$ cat src/rtl/uart_transmitter.sv
// ----------------------------------------------------------------------------
// uart_transmitter
//
// Purpose:
//    Serialises 8-bit bytes onto a single-wire UART line. A frame is one start
//    bit (0), eight data bits LSB first, an optional even-parity bit, then
//    STOP_BITS stop bits (1). The line idles high. Bytes arrive over a
//    valid/ready handshake that completes only in IDLE, so nothing is queued.
//    Back-to-back frames are always separated by at least one IDLE cycle.
//
// Parameters:
//    CLKS_PER_BIT - clk_in cycles per line bit, 1..65535
//    STOP_BITS    - number of stop bits, 1 or 2
//
// Ports:
//    clk_in   in   1  clock; all state changes on its rising edge
//    reset    in   1  synchronous active-low reset
//    tx_data  in   8  byte to send, sampled on the acceptance edge only
//    tx_valid in   1  upstream has a byte ready
//    tx_ready out  1  high only in IDLE; transfer when tx_valid && tx_ready
//    data_out out  1  registered serial line, idles high
//    busy     out  1  high from acceptance until the return to IDLE
//
// Build option:
//    UART_TX_PARITY_EN - when defined, an even-parity bit (XOR of the byte)
//                        is sent between the last data bit and the stop bits.
// ----------------------------------------------------------------------------
module uart_transmitter #(
   parameter int CLKS_PER_BIT = 1,
   parameter int STOP_BITS    = 1
) (
   input  logic       clk_in,
   input  logic       reset,
   input  logic [7:0] tx_data,
   input  logic       tx_valid,
   output logic       tx_ready,
   output logic       data_out,
   output logic       busy
);

   // Reject illegal parameter values at elaboration time.
   generate
      if ((CLKS_PER_BIT < 1) || (CLKS_PER_BIT > 65535)) begin : g_bad_clks_per_bit
         $error("uart_transmitter: CLKS_PER_BIT must be in 1..65535");
      end
      if ((STOP_BITS != 1) && (STOP_BITS != 2)) begin : g_bad_stop_bits
         $error("uart_transmitter: STOP_BITS must be 1 or 2");
      end
   endgenerate

   // Last baud-counter value of a bit and last stop-bit index.
   localparam logic [15:0] LP_BAUD_LAST = 16'(CLKS_PER_BIT - 1);
   localparam logic [2:0]  LP_STOP_LAST = 3'(STOP_BITS - 1);

   typedef enum logic [2:0] {
      ST_IDLE   = 3'd0,
      ST_START  = 3'd1,
      ST_DATA   = 3'd2,
`ifdef UART_TX_PARITY_EN
      ST_PARITY = 3'd3,
`endif
      ST_STOP   = 3'd4
   } state_t;

   state_t      r_state;
   logic [15:0] r_baud_cnt;
   logic [2:0]  r_bit_cnt;
   logic [7:0]  r_shift;
   logic        r_data_out;
   logic        r_tx_ready;
   logic        r_busy;
`ifdef UART_TX_PARITY_EN
   logic        r_parity;

   // Even parity: the bit that makes the total number of ones even.
   function automatic logic even_parity(input logic [7:0] i_byte);
      return ^i_byte;
   endfunction
`endif

   logic w_accept;
   logic w_bit_end;

   assign w_accept  = tx_valid & r_tx_ready;
   assign w_bit_end = (r_baud_cnt == LP_BAUD_LAST);

   // Transmit FSM: state, counters, shift register and all registered outputs.
   always_ff @(posedge clk_in) begin
      if (!reset) begin
         r_state    <= ST_IDLE;
         r_baud_cnt <= 16'd0;
         r_bit_cnt  <= 3'd0;
         r_shift    <= 8'h00;
         r_data_out <= 1'b1;
         r_tx_ready <= 1'b1;
         r_busy     <= 1'b0;
`ifdef UART_TX_PARITY_EN
         r_parity   <= 1'b0;
`endif
      end else begin
         case (r_state)
            ST_IDLE: begin
               if (w_accept) begin
                  r_shift    <= tx_data;
                  r_baud_cnt <= 16'd0;
                  r_bit_cnt  <= 3'd0;
                  r_data_out <= 1'b0;
                  r_tx_ready <= 1'b0;
                  r_busy     <= 1'b1;
                  r_state    <= ST_START;
`ifdef UART_TX_PARITY_EN
                  r_parity   <= even_parity(tx_data);
`endif
               end else begin
                  r_data_out <= 1'b1;
                  r_tx_ready <= 1'b1;
                  r_busy     <= 1'b0;
               end
            end

            ST_START: begin
               if (w_bit_end) begin
                  r_baud_cnt <= 16'd0;
                  r_data_out <= r_shift[0];
                  r_state    <= ST_DATA;
               end else begin
                  r_baud_cnt <= r_baud_cnt + 16'd1;
               end
            end

            ST_DATA: begin
               if (w_bit_end) begin
                  r_baud_cnt <= 16'd0;
                  r_shift    <= {1'b0, r_shift[7:1]};
                  // The counter wraps 7 -> 0, ready for reuse as stop-bit index.
                  r_bit_cnt  <= r_bit_cnt + 3'd1;
                  if (r_bit_cnt == 3'd7) begin
`ifdef UART_TX_PARITY_EN
                     r_data_out <= r_parity;
                     r_state    <= ST_PARITY;
`else
                     r_data_out <= 1'b1;
                     r_state    <= ST_STOP;
`endif
                  end else begin
                     // shift[1] becomes shift[0] on this same edge.
                     r_data_out <= r_shift[1];
                  end
               end else begin
                  r_baud_cnt <= r_baud_cnt + 16'd1;
               end
            end

`ifdef UART_TX_PARITY_EN
            ST_PARITY: begin
               if (w_bit_end) begin
                  r_baud_cnt <= 16'd0;
                  r_bit_cnt  <= 3'd0;
                  r_data_out <= 1'b1;
                  r_state    <= ST_STOP;
               end else begin
                  r_baud_cnt <= r_baud_cnt + 16'd1;
               end
            end
`endif

            ST_STOP: begin
               r_data_out <= 1'b1;
               if (w_bit_end) begin
                  r_baud_cnt <= 16'd0;
                  if (r_bit_cnt == LP_STOP_LAST) begin
                     r_bit_cnt  <= 3'd0;
                     r_tx_ready <= 1'b1;
                     r_busy     <= 1'b0;
                     r_state    <= ST_IDLE;
                  end else begin
                     r_bit_cnt <= r_bit_cnt + 3'd1;
                  end
               end else begin
                  r_baud_cnt <= r_baud_cnt + 16'd1;
               end
            end

            default: begin
               // Unreachable encoding: recover to a quiet, idle line.
               r_state    <= ST_IDLE;
               r_baud_cnt <= 16'd0;
               r_bit_cnt  <= 3'd0;
               r_data_out <= 1'b1;
               r_tx_ready <= 1'b1;
               r_busy     <= 1'b0;
            end
         endcase
      end
   end

   assign tx_ready = r_tx_ready;
   assign data_out = r_data_out;
   assign busy     = r_busy;

endmodule

$ cat config.mk
export PLATFORM = sky130hd
export DESIGN_NAME = uart_transmitter
export DESIGN_NICKNAME = d
export VERILOG_FILES = /design/src/rtl/uart_transmitter.sv
export SDC_FILE = /design/constraint.sdc
export NUM_CORES = 1
export LEC_CHECK = 0
export ABC_AREA = 1
export BUFFER_PORTS_ARGS = -buffer_cell sky130_fd_sc_hd__buf_2
export CAP_MARGIN = 15
export CORE_AREA = 10 10 95 97
export CTS_CLUSTER_SIZE = 28
export DETAILED_ROUTE_END_ITERATION = 10
export DIE_AREA = 0 0 105 107
export HOLD_SLACK_MARGIN = 0.1
export PLACE_DENSITY = 0.39
export SLEW_MARGIN = 30
export SYNTH_ARGS = -nofsm -noshare
export SYNTH_HDL_FRONTEND = slang
export SYNTH_SLANG_ARGS = --single-unit
$ cat constraint.sdc
create_clock -name clk_in -period 2.2 [get_ports clk_in]
set_input_delay 0 -clock clk_in [delete_from_list [all_inputs] [get_ports clk_in]]
set_output_delay 0 -clock clk_in [all_outputs]
set_load 0.1 [all_outputs]
* After elaboration in Yosys (flattened, before gate mapping) *
Index checks and enable logic that the tools add are counted.
W data, S select, Z words.

cells by class
  bitwise logic cells = 3
  reductions and logical operators = 11
  equal/unequal tests = 10
  add/sub/neg operators = 2
  mux-type cells = 30

operators with widths
  kind                     count
  $mux W16                 2
  $pmux W16 S2             1
  $mux W3                  10
  $pmux W3 S4              2
  $add A16 B1 Y16 const B  1
  $logic_not A16 Y1        1
  $mux W8                  2
  $pmux W8 S2              1
  $ne A2 B2 Y1 const B     6
  $mux W1                  9
  $pmux W1 S3              3
  $eq A3 B3 Y1 const B     2
  $logic_not A3 Y1         2
  $reduce_and A3 Y1        2
  $reduce_and A6 Y1        1
  $reduce_and A4 Y1        1
  $add A3 B1 Y3 const B    1
  $eq A3 B1 Y1 const B     1
  $eq A3 B2 Y1 const B     1
  $reduce_or A3 Y1         1
  $not A1 Y1               2
  $reduce_and A2 Y1        1
  $reduce_bool A2 Y1       1
  $reduce_or A2 Y1         1
  $and A1 B1 Y1            1

storage, ports and cells
  register bits after elaboration = 33
  word-level logic and storage cells = 63

* Depth between registers and ports, before layout *
  word-level depth = 4
  gate-level depth with buffers = 12
  mapped depth without buffers = 11

* Least setup slack after synthesis *
No wires, ideal clock.

  path type = register -> register
  from = reg r_tx_ready, in the netlist tx_ready
  to = reg r_shift[0]
  cell stages (with the launch flop) = 8
  slack = 0.368 ns
  library setup time = 0.116 ns
  arrival time = 1.717 ns
  path buffers = 0
  required time = 2.084 ns
  cell sequence = dfxtp_1 nand2_1 inv_1 nand2_1 nand2_2 inv_2 nor2_1 nor2_1

on the way
  cells in the longest elaborated chain, start to end = 3

ends and longest elaborated chain
  what                         line  source
  start: declaration           70    logic r_tx_ready;
  start signal: assignment     95    r_tx_ready <= 1'b1;
  start signal: assignment     108   r_tx_ready <= 1'b0;
  start signal: assignment     116   r_tx_ready <= 1'b1;
  $and A1 B1 Y1                84    assign w_accept = tx_valid & r_tx_ready;
  $ne A2 B2 Y1 (no line)       n/a
  $reduce_and A3 Y1 (no line)  n/a
  end signal: assignment       104   r_shift <= tx_data;
  end signal: assignment       134   r_shift <= {1'b0, r_shift[7:1]};
  end: declaration             68    logic [7:0] r_shift;

No other way between the ends.
A chain may end at the register's enable or synchronous reset.

* Final worst setup path *
  from = reg r_state[0]
  to = reg r_shift[6]

on the way
  cells in the longest elaborated chain, start to end = 3
  elaborated cells on any way between the ends = 7
  those cells by class = eq/ne: 3; mux: 1; reduce/logical: 3

ends and longest elaborated chain
  what                                                          line  source
  start: declaration                                            65    state_t r_state;
  start signal: assignment                                      90    r_state <= ST_IDLE;
  start signal: assignment                                      110   r_state <= ST_START;
  start signal: assignment                                      125   r_state <= ST_DATA;
  $eq A3 B2 Y1 or $logic_not A3 Y1 (tied branches)              101   case (r_state)
  $ne A2 B2 Y1 (no line) or $reduce_bool A2 Y1 (tied branches)  n/a
  $reduce_and A3 Y1 (no line)                                   n/a

Several ways; a longest one is shown, not always the timed one.

==> reports/results.ini <==
[outcome]
status=finished, final reports clean

[floorplan]
dieHeight_um=107
io_pins=14
die_area_um2=11200
initial_core_util_pct=26.4
rows=31
die_w_um=105
core_um2=7140

[synth]
yosysSeqAreaShare_pct=35.1
yosysWarnings=0
synth_top_area_cell=dfxtp_1
syn_inst=300
async_flop_share_pct=0
yosys_register_bits=33
netlist-cell-type-count=25
synth_area_leaders=dfxtp_1 35%, nand2_1 17%, nor2_1 12%
syn_nets=316
ys.flop_type=dfxtp_1
synth_top_area_share_pct=35.1
synth_edf_count=0
synthesis.area_um2=1880
syn_avg_cell_area_um2=6.28

[timing]
rsz0062_at_grt=false
finalSetupTns_ns=0
tightest_slew_ns=0.488
report.final.slew_viol_count=0
timing.fmax_ghz=0.597
setup_slack_ns=0.525
max_slew_margin_pct=67.7
skew_ns=0.00786
setup_viol=0
finalHoldViolations=0
period_share_pct=76.2
period_needed_ns=1.68

[final_layout]
fin_util_pct=31.0
nets=339
drive_gt1_share_pct=11.7
final_common_cell=nand2_1
final_cells=423
final_cell_mix=83 x nand2_1, 61 x nor2_1, 33 x dfxtp_1, 29 x inv_1, 24 x nand3_1
syn2layout_area_growth_pct=17.4
n_antenna_cell=0

[placed_design]
dp_hpwl_mm=3.50
io_buffers=13
gp_congestion=0.763
place_ws_ns=0.523
dp_cells=407

[pwr]
p_sw_share_pct=46.1
power_frac_seq_pct=33.1
clock_power_share_pct=20.9
switching_power_mw=1.15
finalPower_mw=2.49
internal-power_mw=1.34
p_leak_nw=1.02
p_comb_share_pct=46.0
ir_drop_mv=0.628
power_density_nw_per_um2=1120

[global_route]
grt-ovfl-total=0
grt_pass1_vias=1780
grt_pass1_wl_mm=8.34
grt_use_total_pct=8.94
antenna_found_initial=0
grt_start_max_net_pins=22

[route]
firstDrtPassIters=4
ant_nets=0
drc_errors=0
drtIter0Drc=71
wl_per_cell_um=11.2
num_vias=1818
finalWirelength_mm=4.75
avgViaCountPerCell=4.30

[worst_setup_path]
required_ns=2.39
worstReg2RegStart=r_state[0]
reg2reg_slack_ns=0.52
critPathLaunchType=flop
cp-startpoint=r_state[0]
crit_path_max_fanout=10
critPathCaptureType=flop
ff2ff_path_depth=8
crit_type=reg -> reg
arrival_ns=1.86
worstReg2RegEnd=r_shift[6]

[worst_hold_path]
hp-class=in -> reg
hold_end=data_out
hold_depth=2
min_from=reset

[clock_tree]
holdBufCountCts=8
cts-buffers-inserted=5
path_clk_slew_ns=0.07
cts-root-buf=clkbuf_8
insertion_delay_ns=0.29
cts_sinks=33
post-cts-setup-buffers=0
cts-resized-gates=0
cts_buffer_depth=2
cts_tree=done
h-tree-depth=2

[job]
maxCapViolations=0

## synthesized netlist by cell type (2+ instances only)
master / count
inv_1: 29
nor2_2: 2
a21oi_1: 12
nand2_2: 6
buf_6: 3
ha_1: 5
o21ai_0: 16
nand2_1: 83
nor2_1: 61
nor3_1: 4
inv_2: 4
nand4_1: 6
dfxtp_1: 33
nand3_1: 24
o21bai_1: 2
## layout make-up
class | count | area (um^2)
clock inverter | 1 | 5.00
sequential | 33 | 661
fill | 835 | 4920
multi-input combinational | 228 | 1050
clock buffer | 7 | 96.3
tap | 99 | 124
inverter | 33 | 124
timing repair buffer | 22 | 153
## routing by layer
layer | part of all wire (%) | vias up | track usage, %
met5 | 0 | - | 0
met4 | 2.3 | 0 | 3.82
met3 | 4.1 | 10 | 2.69
met2 | 44 | 37 | 14.4
met1 | 50 | 780 | 10.9
li1 | - | 991 | -
## cell families after synthesis
group                      count (synthesis)  synth area share (%)
AOI/OAI and AO/OA                         32                  9.10
xor gates and xnor gates                   1                 0.465
adders and majority gates                  5                  3.32
buffers and inverters                     39                  9.23
DFF                                       33                  35.1
and+or+nand+nor                          190                  42.8
## worst max-delay path: stages, from the launching register on
cell and delay [ns]:
dfxtp_1 0.35, nor2_1 0.15, nand2_1 0.23, inv_2 0.23, nand3_1 0.16, nand2_2 0.19
inv_2 0.10, nor2_1 0.11, nor2_1 0.05
## flip-flops by register name, summed over array words and instances (netlist names)
signal	flops
r_state	3
r_bit_cnt	3
r_shift	8
busy	1
data_out	1
r_baud_cnt	16
tx_ready	1
## power by group through the flow
stage | Clock, mW | Combinational, mW | Sequential (mW)
6_report | 0.519 | 1.15 | 0.823
2_1_floorplan | 0 | 0.814 | 0.977
4_1_cts | 0.543 | 1.17 | 0.823
5_1_grt | 0.566 | 1.32 | 0.844
3_3_place_gp | 0 | 1.17 | 0.839
3_5_place_dp | 0 | 1.15 | 0.835
## worst max-delay path by stage
stage	endpoint	slack [ns]	cells after the start
final	r_shift[6]	0.52	8
after detailed placement	r_shift[5]	0.52	8
after floorplan	r_shift[0]	0.37	7
after global placement	r_shift[3]	0.45	8
after CTS	r_shift[5]	0.50	8
after global routing	r_shift[5]	0.30	8
## metrics by stage
step,hold WS (ns),instance area (um^2)
after floorplan,0.178,1880
after global placement,0.279,2030
after detailed placement,0.288,2030
after CTS,0.108,2210
after global routing,0.121,2210
final,0.0865,2210
(Power assumes the default switching activity.)
